[config.mk]
export PLATFORM = sky130hd
export DESIGN_NAME = ld_st_loader
export DESIGN_NICKNAME = d
export VERILOG_FILES = /design/src/rtl/ld_st_pkg.sv /design/src/rtl/ld_st_loader_nibble_shifter.sv /design/src/rtl/ld_st_loader.sv
export SDC_FILE = /design/constraint.sdc
export NUM_CORES = 1
export LEC_CHECK = 0
export CAP_MARGIN = 30
export CORE_ASPECT_RATIO = 0.7
export CORE_MARGIN = 1
export CORE_UTILIZATION = 48
export DETAILED_ROUTE_END_ITERATION = 6
export PLACE_DENSITY = 0.8
export SYNTH_ARGS = -nofsm -noshare
export SYNTH_HDL_FRONTEND = slang
export SYNTH_SLANG_ARGS = --single-unit
[constraint.sdc]
create_clock -name clk -period 2.3 [get_ports clk]
set_input_delay 0.575 -clock clk [delete_from_list [all_inputs] [get_ports clk]]
set_output_delay 0.575 -clock clk [all_outputs]
set_load 0.01 [all_outputs]
[src/rtl/ld_st_pkg.sv]
// Shared types and constants for the load/store register command path.
// Holds the sequencer state encoding and active-low strobe polarities.
// No logic; imported by the sequencer and its shifter.
package ld_st_pkg;

  localparam int DEF_WIDTH = 4;

  // Active-low strobe levels for the downstream register's set/clr pins.
  localparam logic STROBE_ON  = 1'b0;
  localparam logic STROBE_OFF = 1'b1;

  typedef enum logic [2:0] {
    IDLE,
    SHIFT,
    LOAD,
    CLEAR,
    PRESET
  } state_t;

endpackage

[src/rtl/ld_st_loader_nibble_shifter.sv]
// Serial-in shift register with bit counter; MSB arrives first.
// Latency: word/full are combinational from the current bit; state updates at the edge.
// No backpressure: the caller gates shiftEn; flush discards a partial word.
import ld_st_pkg::*;

module nibble_shifter #(
  parameter int WIDTH = DEF_WIDTH
) (
  input  logic             clk,
  input  logic             rst,
  input  logic             shiftEn,
  input  logic             flush,
  input  logic             serIn,
  output logic [WIDTH-1:0] word,
  output logic             full
);

  localparam int CW = $clog2(WIDTH + 1);

  logic [WIDTH-1:0] shreg;
  logic [CW-1:0]    bitCnt;

  // Word as it will look once the current bit is shifted in.
  assign word = {shreg[WIDTH-2:0], serIn};
  // This accept completes a word.
  assign full = shiftEn && (bitCnt == CW'(WIDTH - 1));

  // Shift and count accepted bits; counter restarts after a full word.
  always_ff @(posedge clk) begin
    if (rst || flush) begin
      shreg  <= '0;
      bitCnt <= '0;
    end else if (shiftEn) begin
      shreg  <= word;
      bitCnt <= full ? '0 : bitCnt + CW'(1);
    end
  end

endmodule

[src/rtl/ld_st_loader.sv]
// Sequencer assembling serial bits into a word and strobing LD_ST / set / clr.
// Latency: LD_ST one cycle after the last bit; set/clr one cycle after the request.
// ser_valid is ignored while busy (LOAD, CLEAR, PRESET); clr_req always wins.
import ld_st_pkg::*;

module ld_st_loader #(
  parameter int WIDTH = DEF_WIDTH,
  parameter int CNT_W = 8
) (
  input  logic             clk,
  input  logic             rst,
  input  logic             ser_in,
  input  logic             ser_valid,
  input  logic             clr_req,
  input  logic             set_req,
  output logic [WIDTH-1:0] slData,
  output logic             LD_ST,
  output logic             set,
  output logic             clr,
  output logic             busy,
  output logic [CNT_W-1:0] load_cnt
);

  state_t           state;
  logic             acceptOk;
  logic             shiftEn;
  logic             flush;
  logic             full;
  logic [WIDTH-1:0] word;

  // Only IDLE and SHIFT take bits or presets; single-cycle states ignore them.
  assign acceptOk = (state == IDLE) || (state == SHIFT);
  assign shiftEn  = acceptOk && ser_valid && !clr_req && !set_req;
  assign flush    = clr_req || (set_req && acceptOk);

  nibble_shifter #(.WIDTH(WIDTH)) u_shifter (
    .clk     (clk),
    .rst     (rst),
    .shiftEn (shiftEn),
    .flush   (flush),
    .serIn   (ser_in),
    .word    (word),
    .full    (full)
  );

  // Next-state and registered strobes, prioritised clear > preset > serial accept.
  always_ff @(posedge clk) begin
    if (rst) begin
      state    <= IDLE;
      slData   <= '0;
      LD_ST    <= 1'b0;
      set      <= STROBE_OFF;
      clr      <= STROBE_OFF;
      busy     <= 1'b0;
      load_cnt <= '0;
    end else begin
      LD_ST <= 1'b0;
      set   <= STROBE_OFF;
      clr   <= STROBE_OFF;
      busy  <= 1'b0;
      if (clr_req) begin
        state <= CLEAR;
        clr   <= STROBE_ON;
        busy  <= 1'b1;
      end else if (set_req && acceptOk) begin
        state <= PRESET;
        set   <= STROBE_ON;
        busy  <= 1'b1;
      end else if (shiftEn) begin
        if (full) begin
          state    <= LOAD;
          slData   <= word;
          LD_ST    <= 1'b1;
          busy     <= 1'b1;
          load_cnt <= load_cnt + CNT_W'(1);
        end else begin
          state <= SHIFT;
        end
      end else if (!acceptOk) begin
        state <= IDLE;
      end
    end
  end

endmodule

# Word level (Yosys, flattened, before mapping)
# Cells that the tools add are included.
# classes
addsub,2
n_eq_ne,4
n_mux,12
n_bitwise,2
reduce_logical,14
# op_table
operator,count
2-to-1 mux 3 bit,4
adder 8 x 1 -> 8 bit (second input constant),1
2-to-1 mux 1 bit,6
logical AND 1 bit,5
2-to-1 mux 2 bit,2
inequality test 4 x 2 -> 1 bit (second input constant),1
AND reduction 4 bit,1
adder 3 x 1 -> 3 bit (second input constant),1
equality test 3 x 1 -> 1 bit (second input constant),1
equality test 3 x 2 -> 1 bit (second input constant),1
logical NOT 3 bit,1
logical OR 1 bit,3
inequality test 3 x 1 -> 1 bit (second input constant),1
OR reduction 3 bit,1
logical NOT 1 bit,2
inverter 1 bit,2
OR reduction 2 bit,1
# word_totals
ff_bits,25
out_inout_bits,16
elab_cells,44

# Logic depth before layout (Yosys ltp)
# Gate-level depths: netlist (run 1).
# depth
depth_word,10
depth_mapped,5
ltp_nobuf,4

# By module
# A second synthesis (run 1) with hierarchy kept.
# hier_totals
hier_cells,111
area_unflattened_um2,1014.7
# modules_own_cells
mod,n_inst,cells_per_inst,area_per_inst_um2,seq_area_each_um2
ld_st_loader,1,85,745.7,360.3
nibble_shifter,1,26,269.0,120.1

# Least setup slack after synthesis (run 1)
# No wires, ideal clock.
# synth_timing
path_kind,input-to-reg
from,input clr_req
to,register load_cnt[5]
setup_ns,0.123
arrival_ns,1.663
t_required_ns,2.177
setup_slack_ns,0.513
cell_stages,4
path_buffers,1
cell_sequence,or3_4 buf_6 nor4_1 mux2_1
# synth_via
elab_chain_len,5
word_cells_on_any_way,6
# synth_lines
item,line_no,text
"start, declared",ld_st_loader.sv:14,"input logic clr_req,"
logical NOT 1 bit,ld_st_loader.sv:33,assign shiftEn = acceptOk && ser_valid && !clr_req && !set_req;
logical AND 1 bit (2 in series),ld_st_loader.sv:33,
logical AND 1 bit,ld_st_loader_nibble_shifter.sv:26,assign full = shiftEn && (bitCnt == CW'(WIDTH - 1));
AND reduction 4 bit (no source line) *,--,
"end signal, assigned",ld_st_loader.sv:75,load_cnt <= load_cnt + CNT_W'(1);
"end, declared",ld_st_loader.sv:21,output logic [CNT_W-1:0] load_cnt
# Mark *: on every way between the ends. The rest lies on a longest branch, timed or not.
# A chain may end at the register's enable or synchronous reset.

# Final worst setup path (run 1)
# layout_timing
from,register load_cnt[0]
to,output load_cnt[0]
# No word-level cell between the ends.

==> results of run 1 <==
==> area by class of cell <==
type	count	area (um2)	share of cell area, %
clock buffer	3	22.52	1.703
inverter	2	7.507	0.5676
timing repair buffer	29	270.3	20.44
sequential	24	480.5	36.33
tap	22	27.53	2.081
multi-input combinational	83	514.2	38.88
==> layer usage <==
metal	wire length, um	track usage [%]	share of wire [%]
met2	1091	35.17	46
met4	55	12.20	2.3
met3	172	7.256	7.2
met5	0	0	0
met1	1055	25.76	44
==> worst register-to-register path, cell delays in order, from the launching register on <==
cell       delay (ps)
dfxtp_1           370
ha_1              220
nand4bb_1         210
buf_4             230
or3_1             330
a21oi_1           210
==> kinds of logic (layout without fill, tap and decap cells) <==
| group | Yosys count | after routing | share of synthesized area [%] |
|---|---|---|---|
| adders and majority gates | 2 | 2 | 2.421 |
| and+or+nand+nor | 47 | 47 | 27.60 |
| muxes | 4 | 4 | 4.358 |
| buffers and inverters | 8 | 34 | 3.752 |
| AOI/OAI and AO/OA | 30 | 30 | 15.38 |
| DFF | 24 | 24 | 46.49 |
==> where the power goes <==
group          internal, mW  switching [mW]
Sequential            0.420         0.00250
Clock                0.0613           0.123
Combinational        0.0283          0.0342
==> worst paths after layout <==
kind / startpoint / end / slack (ps) / cells past startpoint
setup / recovery: load_cnt[0] / load_cnt[0] / 360 / 1
hold reg to reg: slData[2] / slData[2] / 490 / 2
setup reg to reg: u_shifter.bitCnt[0] / load_cnt[0] / 650 / 5
hold / removal: slData[2] / slData[2] / 490 / 2
==> state kept, by name (all words and copies together), names as in the netlist <==
register	count
LD_ST	1
busy	1
clr	1
load_cnt	8
set	1
slData	4
state	2
u_shifter.bitCnt	3
u_shifter.shreg	3
==> synth_stat cells, drive strengths merged, types with 2 or more instances <==
| cell | count |
|---|---|
| ha | 2 |
| nand2b | 2 |
| clkbuf | 4 |
| mux2 | 4 |
| or4 | 3 |
| a21oi | 15 |
| o21ai | 12 |
| nor2 | 7 |
| dfxtp | 24 |
| buf | 2 |
| nor4 | 3 |
| nand2 | 2 |
| nand3 | 12 |
| inv | 2 |
| o31ai | 2 |
| nor3 | 2 |
| nor3b | 2 |
| or3 | 2 |
| nor2b | 6 |
==> flow_summary_export.csv, run 1 <==
group,metric,value,unit
setup_path,critPathLaunchType,"flip-flop",
placed_design,place_ws,50.91,ps
clocking,cts_max_path_buffers,2,
die,ios,22,
synth,synth_area_leaders,"dfxtp_1, a21oi_1, nand3_1",
timing,hold_violations,0,
timing,slew_viol_final,0,
clocking,htreeDepth,1,
route,wl,2.374,mm
synth,synth-seq-cells,24,
setup_path,critPathArrivalTime,1360,ps
route,remaining_drc_errors,1,
placed_design,place_area,1300,um2
synth,netlist.area_leader.share,46.49,%
placed_design,gp_congestion,0.8541,
clocking,ctsResizeCount,0,
route,dr.pass1.iters,7,
timing,slew_headroom,74.64,%
route,drtIter0Drc,50,
timing,rsz0062_at_grt,"false",
timing,period_needed,1937,ps
clocking,clk_pin_slew,120,ps
setup_path,worstPathCellList,"clkdlybuf4s50_1",
setup_path,required,1730,ps
die,core_area,1936,um2
setup_path,critPathSlowestCell,"clkdlybuf4s50_1",
timing,fin_crit_sh,84.21,%
clocking,cts_tree,"yes",
route,avgRoutedWirePerCell,14.56,um
cells_and_area,n_antenna_cell,0,
die,die_w,57.46,um
synth,yosysTopAreaCell,"dfxtp_1",
cells_and_area,fin_cells,163,
clocking,hold_buffers,0,
synth,synthArstFlopShare,0,%
timing,timing.final.ws_setup,363.3,ps
route,routed_via_density,5.945,
synth,synthCells,115,
route,vias,969,
synth,synth.distinct_cells,30,
pwr,leakage,0.4632,nW
global_route,grt_pass1_wl,3.608,mm
clocking,clock_sinks,24,
synth,synth_edf_count,0,
setup_path,max_stage_delay,580,ps
pwr,power,670.0,uW
cells_and_area,fillers,151,
setup_path,cp_max_fo,7,
clocking,post_cts_buffers,0,
run_status,violations,"design-rule violations",
timing,tns,0,ps
run_status,outcome,"complete, but fails checks",
die,placementRows,13,
synth,synth_nets,123,
timing,worstMarginPinSlew,375.2,ps
die,die_h,40.82,um
setup_path,critPathKind,"flip-flop to output port",
global_route,grt_antenna_before_repair,0,
cells_and_area,nNetsFinal,151,
placed_design,placed_cells,160,
global_route,grt_util_all_layers,21.50,%
synth,yosysWarnings,0,
global_route,grt_max_degree,17,
die,dieArea,2346,um2
cells_and_area,final_util,68.33,%
timing,fmax,0.5163,GHz
cells_and_area,final_common_cell,"dfxtp_1",
pwr,worst_ir_drop_vdd,475.6,uV
setup_path,crit_path_end_kind,"output port",
timing,finalClockSkew,4.000,ps
timing,hold_slack,489.0,ps
synth,netlist_area,1033,um2
placed_design,dp_hpwl,1.736,mm
setup_path,cpLargestDelayFamily,"buffers and inverters",
setup_path,cp_num_buf_inv,1,
global_route,first_global_vias,804,
route,ant_nets,0,
placed_design,io_buffer_count,21,
cells_and_area,synthToLayoutAreaGrowth,27.97,%
synth,yosys_most_used_dff,"dfxtp_1",
synth,synth_area_per_cell,8.987,um2
timing,setup_viol,0,
pwr,power_density,506.6,nW/um2
cells_and_area,drive_gt1_share,10.64,%
hold_path,hold_path_class,"flip-flop to flip-flop",
cells_and_area,fin_area,1323,um2
run,max_cap_viol_count,0,
cells_and_area,final_cell_mix,"dfxtp_1, clkdlybuf4s50_1, a21oi_1, nand3_1, o21ai_0",
synth,yosysSeqAreaShare,46.49,%
clocking,clk_latency,310,ps
global_route,grt_remaining_overflow,0,
die,initial_core_util,53.39,%
clocking,cts_inserted_buffers,3,
clocking,clockRootBuffer,"clkbuf_4",
Note: power is estimated with default switching activity, not from simulation.
==> run 2: changes to the inputs <==
==> constraint.sdc (replaced) <==
create_clock -name clk -period 2 [get_ports clk]
set_input_delay 0.5 -clock clk [delete_from_list [all_inputs] [get_ports clk]]
set_output_delay 0.5 -clock clk [all_outputs]
set_load 0.01 [all_outputs]
==> run 2 against run 1 <==
Effect of this change: the flow still finishes with violations (design-rule violations); hold slack worse by 11 ps; global-route usage is 1.5 points lower; worst setup slack worse by 200 ps; critical path depth stayed put; sequential cell count stayed put; non-clock buffer count is 5 higher; highest routed layer unchanged.
==> flow_summary_export.csv, run 2 (synthesized netlist as in run 1, its figures left out) <==
group,metric,value,unit
timing,rsz0062_at_grt,"false",
die,placementRows,13,
cells_and_area,drive_gt1_share,13.70,%
route,vias,962,
run_status,violations,"design-rule violations",
clocking,hold_buffers,0,
setup_path,required,1500,ps
clocking,cts_tree,"yes",
run_status,outcome,"complete, but fails checks",
cells_and_area,final_common_cell,"dfxtp_1",
placed_design,io_buffer_count,21,
clocking,ctsResizeCount,0,
cells_and_area,nNetsFinal,156,
global_route,grt_remaining_overflow,0,
timing,fin_crit_sh,92.03,%
placed_design,dp_hpwl,1.680,mm
die,core_area,1936,um2
route,wl,2.165,mm
cells_and_area,n_antenna_cell,0,
die,die_w,57.46,um
clocking,clock_sinks,24,
timing,worstMarginPinSlew,364.0,ps
setup_path,timing.critical_path.to,"load_cnt[0]",
setup_path,cp_num_buf_inv,1,
timing,tns,0,ps
pwr,pwr-share-comb,10.2,%
cells_and_area,largestRegisters,"load_cnt (8), slData (4)",
setup_path,crit_path_end_kind,"output port",
pwr,seq_power_share,63.3,%
timing,period_needed,1841,ps
clocking,clk_latency,310,ps
cells_and_area,registers.top_by_ff_count,"load_cnt",
pwr,power_density,564.6,nW/um2
placed_design,place_ws,-147.0,ps
cells_and_area,largest_reg_flops,8,
timing,hold_violations,0,
global_route,grt_pass1_wl,3.394,mm
timing,finalClockSkew,3.391,ps
route,routed_via_density,5.726,
timing,slew_headroom,75.40,%
setup_path,crit_cells,1,
pwr,p_sw,174.6,uW
pwr,leakage,0.4865,nW
setup_path,r2r-end,"load_cnt[5]",
setup_path,cpLargestDelayFamily,"buffers and inverters",
setup_path,startpoint,"load_cnt[0]",
timing,timing.final.ws_setup,159.4,ps
clocking,clockRootBuffer,"clkbuf_4",
route,avgRoutedWirePerCell,12.89,um
setup_path,worstReg2RegStart,"state[2]",
route,remaining_drc_errors,1,
setup_path,r2r_cells,3,
global_route,grt_max_degree,13,
setup_path,critPathArrivalTime,1340,ps
setup_path,worstPathCellList,"clkdlybuf4s50_1",
run,max_cap_viol_count,0,
timing,slew_viol_final,0,
route,dr.pass1.iters,6,
global_route,grt_antenna_before_repair,0,
clocking,cts_max_path_buffers,2,
pwr,worst_ir_drop_vdd,480.7,uV
cells_and_area,final_cell_mix,"dfxtp_1, clkdlybuf4s50_1, a21oi_1, buf_4",
setup_path,critPathLaunchType,"flip-flop",
die,dieArea,2346,um2
pwr,intPower,593.3,uW
die,ios,22,
global_route,first_global_vias,756,
setup_path,cp_max_fo,7,
clocking,cts_inserted_buffers,3,
setup_path,max_stage_delay,580,ps
cells_and_area,synthToLayoutAreaGrowth,31.60,%
global_route,grt_util_all_layers,19.97,%
route,ant_nets,0,
placed_design,gp_congestion,0.8252,
timing,fmax,0.5433,GHz
pwr,swShare,22.74,%
die,initial_core_util,53.39,%
timing,setup_viol,0,
clocking,post_cts_buffers,0,
setup_path,critPathSlowestCell,"clkdlybuf4s50_1",
clocking,htreeDepth,1,
pwr,p_clk_share,26.5,%
die,die_h,40.82,um
setup_path,critPathKind,"flip-flop to output port",
clocking,clk_pin_slew,120,ps
setup_path,rrSetupSlack,400,ps
hold_path,hold_path_class,"flip-flop to flip-flop",
route,drtIter0Drc,25,
run 2: changes by cell type in the layout (fill, tap and decap cells not counted):
cell | previous run | this run
buf_4 | 8 | 13
run 2: worst min-delay path by stage:
| stage | to | start | depth (start not counted) |
|---|---|---|---|
| 2_1_floorplan | slData[3] | u_shifter.shreg[2] | 2 |
| 3_3_place_gp | slData[3] | u_shifter.shreg[2] | 2 |
| 3_5_place_dp | slData[3] | u_shifter.shreg[2] | 2 |
| 4_1_cts | slData[2] | slData[2] | 2 |
| 5_1_grt | slData[1] | slData[1] | 2 |
| 6_report | slData[3] | u_shifter.shreg[2] | 2 |
run 2: area by class of cell:
class	count	area, um2
Multi-Input combinational cell	83	514.2
Inverter	2	7.507
Sequential cell	24	480.5
Fill cell	164	575.6
Timing Repair Buffer	34	307.8
Clock buffer	3	22.52
Tap cell	22	27.53
run 2: per-layer routing:
metal | routed length, um | part of all wire (%) | track usage, %
met1 | 1015 | 47 | 26.29
met2 | 982 | 45 | 32.85
met3 | 143 | 6.6 | 5.678
met4 | 23 | 1.1 | 5.488
met5 | 0 | 0 | 0
run 2: power groups by stage:
stage / clock [mW] / sequential [mW] / combinational [mW]
after CTS: 0.211 / 0.486 / 0.0784
after floorplan: 0 / 0.498 / 0.0335
final: 0.203 / 0.486 / 0.0784
after global routing: 0.227 / 0.487 / 0.0860
after detailed placement: 0 / 0.497 / 0.0781
after global placement: 0 / 0.497 / 0.0766
run 2: through the flow:
step	cell area, um2	util (%)	total power [mW]	cells	hold slack [ps]
floorplan	1033	-	0.5318	115	440.3
global placement	1338	69.10	0.5732	165	460.2
detailed placement	1338	69.10	0.5751	165	468.1
CTS	1360	70.27	0.7754	168	486.7
global route	1360	70.27	0.8005	168	501.4
finish	1360	70.27	0.7679	168	477.6
